File: config.mk
export PLATFORM = sky130hd
export DESIGN_NAME = general_regfile_sb
export DESIGN_NICKNAME = d
export VERILOG_FILES = /design/src/rtl/general_regfile_sb.sv
export SDC_FILE = /design/constraint.sdc
export NUM_CORES = 1
export LEC_CHECK = 0
export CAP_MARGIN = 10
export CORE_ASPECT_RATIO = 0.9
export CORE_MARGIN = 2
export CORE_UTILIZATION = 32
export CTS_BUF_LIST = sky130_fd_sc_hd__clkbuf_4
export DETAILED_ROUTE_END_ITERATION = 6
export SYNTH_ARGS = -nofsm -noshare
export SYNTH_HDL_FRONTEND = slang
export SYNTH_SLANG_ARGS = --single-unit
File: constraint.sdc
create_clock -name clk -period 2.9 [get_ports clk]
set_input_delay 0.58 -clock clk [delete_from_list [all_inputs] [get_ports clk]]
set_output_delay 0.58 -clock clk [all_outputs]
set_load 0.03 [all_outputs]
File: src/rtl/general_regfile_sb.sv
// general_regfile_sb: parametrised NUM_REGS x DATA_W register file.
// Two combinational read ports and one write port with an optional
// same-cycle bypass. A per-register pending-write scoreboard drives the
// ready flags. A sequenced engine clears one register per cycle.
module general_regfile_sb #(
  parameter int DATA_W   = 8,
  parameter int NUM_REGS = 8,
  parameter int SEL_W    = 3,
  parameter bit ZERO_REG = 1'b0,
  parameter bit BYPASS   = 1'b1
) (
  input  logic              clk,
  input  logic              reset,
  input  logic [SEL_W-1:0]  src1_sel,
  input  logic [SEL_W-1:0]  src2_sel,
  output logic [DATA_W-1:0] src1,
  output logic [DATA_W-1:0] src2,
  output logic              src1_ready,
  output logic              src2_ready,
  input  logic              wr_en,
  input  logic [SEL_W-1:0]  wr_sel,
  input  logic [DATA_W-1:0] wr_data,
  input  logic              pend_set,
  input  logic [SEL_W-1:0]  pend_sel,
  input  logic              clr_req,
  output logic              clr_busy,
  output logic              clr_done
);

  localparam int                IDX_W     = $clog2(NUM_REGS);
  localparam logic [SEL_W:0]    REG_LIMIT = (SEL_W + 1)'(NUM_REGS);
  localparam logic [IDX_W-1:0]  LAST_IDX  = IDX_W'(NUM_REGS - 1);

  typedef enum logic [1:0] {
    IDLE  = 2'd0,
    CLEAR = 2'd1,
    DONE  = 2'd2
  } clr_state_e;

  clr_state_e        state, state_next;
  logic [IDX_W-1:0]  idx;
  logic [DATA_W-1:0] regs [NUM_REGS];
  logic [NUM_REGS-1:0] pend;

  logic wr_legal;
  logic pend_legal;

  // Selector addresses a physical register.
  function automatic logic in_range(input logic [SEL_W-1:0] sel);
    return {1'b0, sel} < REG_LIMIT;
  endfunction

  // Selector addresses a register that actually stores data.
  function automatic logic sel_valid(input logic [SEL_W-1:0] sel);
    return in_range(sel) && !(ZERO_REG && sel == '0);
  endfunction

  // Writes and scoreboard sets are only accepted while the clear engine is idle.
  assign wr_legal   = wr_en    && (state == IDLE) && sel_valid(wr_sel);
  assign pend_legal = pend_set && (state == IDLE) && sel_valid(pend_sel);

  // Clear FSM state register.
  always_ff @(posedge clk or negedge reset) begin
    // NOTE: sequential state uses non-blocking assignments so every flop samples pre-edge values.
    if (!reset) state <= IDLE;
    else        state <= state_next;
  end

  // Clear FSM next-state logic.
  always_comb begin
    // NOTE: default first so no path leaves state_next unassigned, which would infer a latch.
    state_next = state;
    unique case (state)
      IDLE:    if (clr_req) state_next = CLEAR;
      CLEAR:   if (idx == LAST_IDX) state_next = DONE;
      DONE:    state_next = IDLE;
      default: state_next = IDLE;
    endcase
  end

  // Clear FSM outputs.
  always_comb begin
    clr_busy = (state == CLEAR);
    clr_done = (state == DONE);
  end

  // Clear index: starts at 0 on entry, stops at the last register without wrapping.
  always_ff @(posedge clk or negedge reset) begin
    if (!reset)                                  idx <= '0;
    else if (state != CLEAR)                     idx <= '0;
    else if (idx != LAST_IDX)                    idx <= idx + 1'b1;
  end

  // Register storage and scoreboard: clear engine has priority, otherwise write then set.
  always_ff @(posedge clk or negedge reset) begin
    if (!reset) begin
      // NOTE: the array is reset explicitly because the clear-on-reset state is architecturally visible.
      regs <= '{default: '0};
      pend <= '0;
    end else if (state == CLEAR) begin
      regs[idx] <= '0;
      pend[idx] <= 1'b0;
    end else begin
      if (wr_legal) begin
        regs[wr_sel[IDX_W-1:0]] <= wr_data;
        pend[wr_sel[IDX_W-1:0]] <= 1'b0;
      end
      // Later assignment wins: a new producer overrides the retiring one.
      if (pend_legal) pend[pend_sel[IDX_W-1:0]] <= 1'b1;
    end
  end

  // Read port 1 data with optional write-through forwarding.
  always_comb begin
    src1 = '0;
    if (sel_valid(src1_sel)) begin
      if (BYPASS && wr_legal && wr_sel == src1_sel) src1 = wr_data;
      else                                          src1 = regs[src1_sel[IDX_W-1:0]];
    end
  end

  // Read port 2 data with optional write-through forwarding.
  always_comb begin
    src2 = '0;
    if (sel_valid(src2_sel)) begin
      if (BYPASS && wr_legal && wr_sel == src2_sel) src2 = wr_data;
      else                                          src2 = regs[src2_sel[IDX_W-1:0]];
    end
  end

  // Ready flags: blocked during a clear, forwarded writes count as ready.
  always_comb begin
    src1_ready = 1'b0;
    src2_ready = 1'b0;
    if (state != CLEAR) begin
      if (!in_range(src1_sel)) src1_ready = 1'b1;
      else src1_ready = !pend[src1_sel[IDX_W-1:0]] ||
                        (BYPASS && wr_legal && wr_sel == src1_sel);
      if (!in_range(src2_sel)) src2_ready = 1'b1;
      else src2_ready = !pend[src2_sel[IDX_W-1:0]] ||
                        (BYPASS && wr_legal && wr_sel == src2_sel);
    end
  end

endmodule
-- Yosys cells after proc, flatten, opt, wreduce, memory -nomap -nowiden
Index checks and enable logic that the tools add are counted.
- bits in registers: 77
- input port bits: 25
- output and inout port bits: 20
- word-level logic and storage cells: 99
- add/sub/neg operators: 1
- $lt $le $gt $ge: 14
- equal/unequal tests: 9
- muxes and demuxes: 36
- bitwise operators: 11
- reductions and logical operators: 17
- operator list (kind ; count):
    2-to-1 mux 64 bit ; 2
    2-to-1 mux 8 bit ; 12
    AND 64 bit ; 1
    bitwise mux 64 bit ; 1
    inverter 64 bit ; 1
    binary-select mux 8 bit (select 3 bit) ; 2
    demux 8 bit (select 3 bit) ; 2
    less-than comparator 3 x 4 -> 1 bit, second input constant ; 5
    AND 8 bit ; 2
    >= comparator 4 bit, second input constant ; 4
    inverter 3 -> 4 bit ; 4
    inverter 8 bit ; 2
    demux 1 bit (select 3 bit) ; 3
    >= comparator 3 x 1 -> 1 bit, second input constant ; 3
    logical AND 1 bit ; 9
    less-than comparator 4 x 1 -> 1 bit, second input constant ; 2
    bitwise OR 8 bit ; 1
    2-to-1 mux 1 bit ; 7
    binary-select mux 1 bit (select 3 bit) ; 2
    == test 3 bit ; 2
    2-to-1 mux 3 bit ; 2
    2-to-1 mux 2 bit ; 2
    inequality test 2 x 1 -> 1 bit, second input constant ; 2
    case mux 2 bit (2 select lines) ; 1
    11 further kinds ; 14

-- Logic depth before layout (Yosys ltp)
- depth after elaboration: 11
- depth in mapped cells: 6
- gate-level depth less buffers: 5

-- Least setup slack after synthesis
No wires, ideal clock.
- path kind: input to output
- from: in src1_sel[0]
- to: out src1_ready
- arrival time: 2.157 ns
- data required time: 2.320 ns
- slack: 0.163 ns
- stages: 5
- path buffers: 2
- path through: buf_6 > buf_12 > mux4_1 > mux2_2 > a21oi_1
- word-level cells in the longest chain between the ends: 5
- elaborated cells between the ends (all ways): 7
- classes of those cells: eq/ne (1); mux (3); reduce/logical (3)
- RTL lines (item ; line ; source):
    from (decl) ; 14 ; input logic [SEL_W-1:0] src1_sel,
    binary-select mux 1 bit (select 3 bit) ; 137 ; else src1_ready = !pend[src1_sel[IDX_W-1:0]] ||
    2-to-1 mux 1 bit (not written as such) ; 137 ;
    zero test 1 bit ; 137 ;
    logical OR 1 bit * ; 137 ;
    2-to-1 mux 1 bit * ; 135 ; if (state != CLEAR) begin
    to (decl) ; 18 ; output logic src1_ready,
Every way passes the cells marked *; elsewhere a longest branch is shown, timed or not. The select of a mux whose other input is x is not followed.

-- Final worst setup path
- from: in src2_sel[0]
- to: out src2[1]
- word-level cells in the longest chain between the ends: 5
- elaborated cells between the ends (all ways): 7
- classes of those cells: eq/ne (1); mux (4); bitwise (1); reduce/logical (1)
- RTL lines (item ; line ; source):
    from (decl) ; 15 ; input logic [SEL_W-1:0] src2_sel,
    inverter 3 -> 4 bit (not written as such) ; 127 ; else src2 = regs[src2_sel[IDX_W-1:0]];
    binary-select mux 8 bit (select 3 bit) ; 127 ;
    2-to-1 mux 8 bit (not written as such) (2 in series) ; 127 ;
    2-to-1 mux 8 bit * ; 126 ; if (BYPASS && wr_legal && wr_sel == src2_sel) src2 = wr_data;
    to (decl) ; 17 ; output logic [DATA_W-1:0] src2,
Marked as above.

==> flow_summary_export.csv <==
group,metric,value,unit
run_status,status,"finished, final reports clean",
pwr,p_total,4180,µW
floorplan,ios,45,
synth,synth-edff-count,0,
place,dpl.hpwl,11200,µm
final_layout,final_cell_count_no_fill,741,
cts,clock_latency,0.45,ns
pwr,ir_worst_vdd,0.418,mV
critical_path,start_kind,"input pin",
timing,period_needed,2.87,ns
grt,grt_usage,19.6,%
cts,cts_sinks,77,
timing,final_hold_viol_count,0,
final_layout,area_delta_synth_final,22.2,%
grt,overflow,0,
pwr,power_frac_clock,13.5,%
cts,clk_path_buf_depth,2,
cts,cts_tree,"yes",
floorplan,dieHeight,123,µm
synth,synthDistinctLibCells,36,
cts,cts_root_buf,"clkbuf_4",
final_layout,drive_above_1_share,30.1,%
timing,setup_viol,0,
timing,fin_crit_sh,99.1,%
floorplan,floorplan.die_area,16900,µm²
final_layout,fin_area,6200,µm²
floorplan,floorplan.initialDensity,32.9,%
cts,clkTransAtPathRegs,0.13,ns
critical_path,cp_num_buf_inv,4,
routing,via_per_inst,5.57,
timing,clock_skew,0.0178,ns
grt,antenna_found_initial,0,
place,gp_congestion,0.859,
routing,drt_first_pass_iters,5,
floorplan,core.rowCount,43,
pwr,net-switching-power,1720,µW
place,dp_cells,716,
floorplan,die_width,137,µm
routing,postRouteAntennaNets,0,
timing,rsz0062_at_grt,"false",
final_layout,antennaDiodeCount,0,
critical_path,crit_slowest_cell,"mux4_2",
hold_path,hold_path.class,"input pin to async pin",
pwr,power_leakage,0.00272,µW
timing,worst_pin_slew,1.02,ns
grt,grt_pass1_vias,4294,
pwr,p_int,2450,µW
timing,slew_violations,0,
synth,synth_ff_type,"dfrtp_1",
critical_path,cp.required,2.32,ns
place,portBuffers,44,
critical_path,path_cells,"buf_2 -> buf_12 -> bufbuf_16 -> mux4_2 -> mux2_2 -> mux2_4 -> buf_6",
synth,syn_nets,496,
critical_path,slowest_delay,0.51,ns
routing,vias,4127,
critical_path,crit_fanout,4,
critical_path,critPathKind,"input pin to output port",
floorplan,coreArea,15400,µm²
synth,yosysSeqAreaShare,38.0,%
synth,syn_avg_cell_area,10.8,µm²
routing,drt_wl_total,15800,µm
pwr,swShare,41.3,%
cts,htreeDepth,3,
routing,drc,0,
synth,ys_ff_latch,77,
pwr,seqPwrFrac,41.8,%
timing,whs,0.306,ns
routing,drt-initial-drc-count,480,
critical_path,arrival,2.29,ns
timing,relSlewSlack,31.8,%
timing,finalSetupTns,0,ns
grt,grt_pass1_wl,24600,µm
synth,synthArstFlopShare,100,%
synth,synth_cells,469,
critical_path,endpoint_kind,"output port",
grt,grt_start_max_net_pins,78,
timing,fmax,348,MHz
final_layout,fillers,1516,
critical_path,path_delay_family,"multiplexers",
synth,yosys_warnings,0,
place,dpl_cell_area,5990,µm²
pwr,power_density,674,nW/µm²
synth,synth.cell_area,5070,µm²
pwr,power_frac_comb,44.7,%
routing,detail_route.wl_per_cell,21.3,µm
final_layout,layout.nets,562,
cts,cts_buffers,9,
run,max_cap_violations,0,
==> path summary, 6_finish.rpt <==
| kind | startpoint | end | slack (ns) | cells after the start |
|---|---|---|---|---|
| worst max-delay path | src2_sel[0] | src2[1] | 0.03 | 7 |
| worst min-delay path | reset | regs[41]$_DFFE_PN0P_ | 0.31 | 1 |
| worst max register to register | state[0]$_DFFE_PN0P_ | pend[0]$_DFF_PN0_ | 0.78 | 4 |
| worst min register to register | regs[56]$_DFFE_PN0P_ | regs[56]$_DFFE_PN0P_ | 0.56 | 2 |
| max in group asynchronous | reset | regs[13]$_DFFE_PN0P_ | 1.95 | 1 |
| min in group clk | regs[56]$_DFFE_PN0P_ | regs[56]$_DFFE_PN0P_ | 0.56 | 2 |
==> metal layers <==
metal | up-vias | share of wire (%) | GRT usage (%)
met3 | 25 | 6.8 | 3.98
li1 | 1865 | - | -
met5 | - | 0 | 0
met1 | 2036 | 44 | 26.0
met4 | 0 | 2.2 | 6.77
met2 | 201 | 47 | 32.2
==> final cells by class <==
type	count	area (µm²)	area share, %
Multi-Input combinational cell	294	2720	43.9
Sequential cell	77	1930	31.1
Timing Repair Buffer	106	1020	16.4
Tap cell	202	253	4.08
Inverter	47	176	2.85
Clock buffer	10	75.1	1.21
Clock inverter	5	28.8	0.464
==> Yosys cell counts (6+ instances only) <==
| cell | instances | share of area, % |
|---|---|---|
| mux2_4 | 12 | 3.6 |
| mux4_2 | 12 | 5.3 |
| mux2_2 | 22 | 4.9 |
| nor2_1 | 6 | 0.44 |
| and2_1 | 8 | 0.99 |
| nand2_1 | 8 | 0.59 |
| clkbuf_1 | 35 | 2.6 |
| o31ai_1 | 45 | 6.7 |
| inv_1 | 47 | 3.5 |
| buf_2 | 10 | 0.99 |
| mux4_1 | 24 | 12 |
| xnor2_1 | 6 | 1.0 |
| nand3_1 | 65 | 6.4 |
| o21ai_0 | 52 | 5.1 |
| dfrtp_1 | 77 | 38 |
==> power groups by stage <==
stage / clock network [µW] / registers [µW] / logic, µW
2_1_floorplan: 0 / 1580 / 1300
3_3_place_gp: 0 / 1720 / 1790
3_5_place_dp: 0 / 1750 / 1860
4_1_cts: 581 / 1730 / 1850
5_1_grt: 626 / 1780 / 2010
6_report: 564 / 1740 / 1870
==> flip-flops by register name (all words and copies together), names as in the netlist <==
| name | count |
|---|---|
| regs | 64 |
| pend | 8 |
| idx | 3 |
| state | 2 |
==> through the flow <==
stage | util [%] | setup WS (ns)
floorplan | - | 0.163
global placement | 38.8 | -0.602
detailed placement | 38.8 | -0.640
CTS | 39.9 | 0.00613
global route | 40.2 | 0.00335
finish | 40.2 | 0.0266
==> cells by family after synthesis <==
logic type      count (synthesis)  share of synthesized area (%)
compound gates                101                           12.3
xor+xnor                        7                           1.21
fa+ha+maj                       2                          0.493
buf+inv                        98                           8.73
flops                          77                           38.0
mux                            73                           26.8
simple gates                  111                           12.6
==> layout by cell type, fill, tap and decap left out, types with 3 or more instances in the layout <==
cell and instances:
nand3_1 65, clkbuf_4 11, mux2_2 21, o31ai_1 45
and2_1 8, nor2b_1 4, o21ai_0 52, buf_6 4
inv_1 47, bufbuf_16 3, nand2_1 8, mux2_4 13
nor2_1 6, clkdlybuf4s50_1 19, buf_12 8, mux2i_1 3
buf_4 56, buf_2 10, mux4_1 18, nor3_2 4
mux4_2 18, xnor2_1 5, dfrtp_1 77
==> repair_timing <==
| action | CTS | global route |
|---|---|---|
| gates resized for setup | 71 | 8 |
| gates cloned | 3 | 0 |
| buffers inserted | 5 | 3 |
| endpoints found under the setup margin | 18 | 11 |
| hold buffers | 0 | 0 |
| pin swaps | 0 | 0 |
No activity file was read; power rests on OpenSTA's default activity.
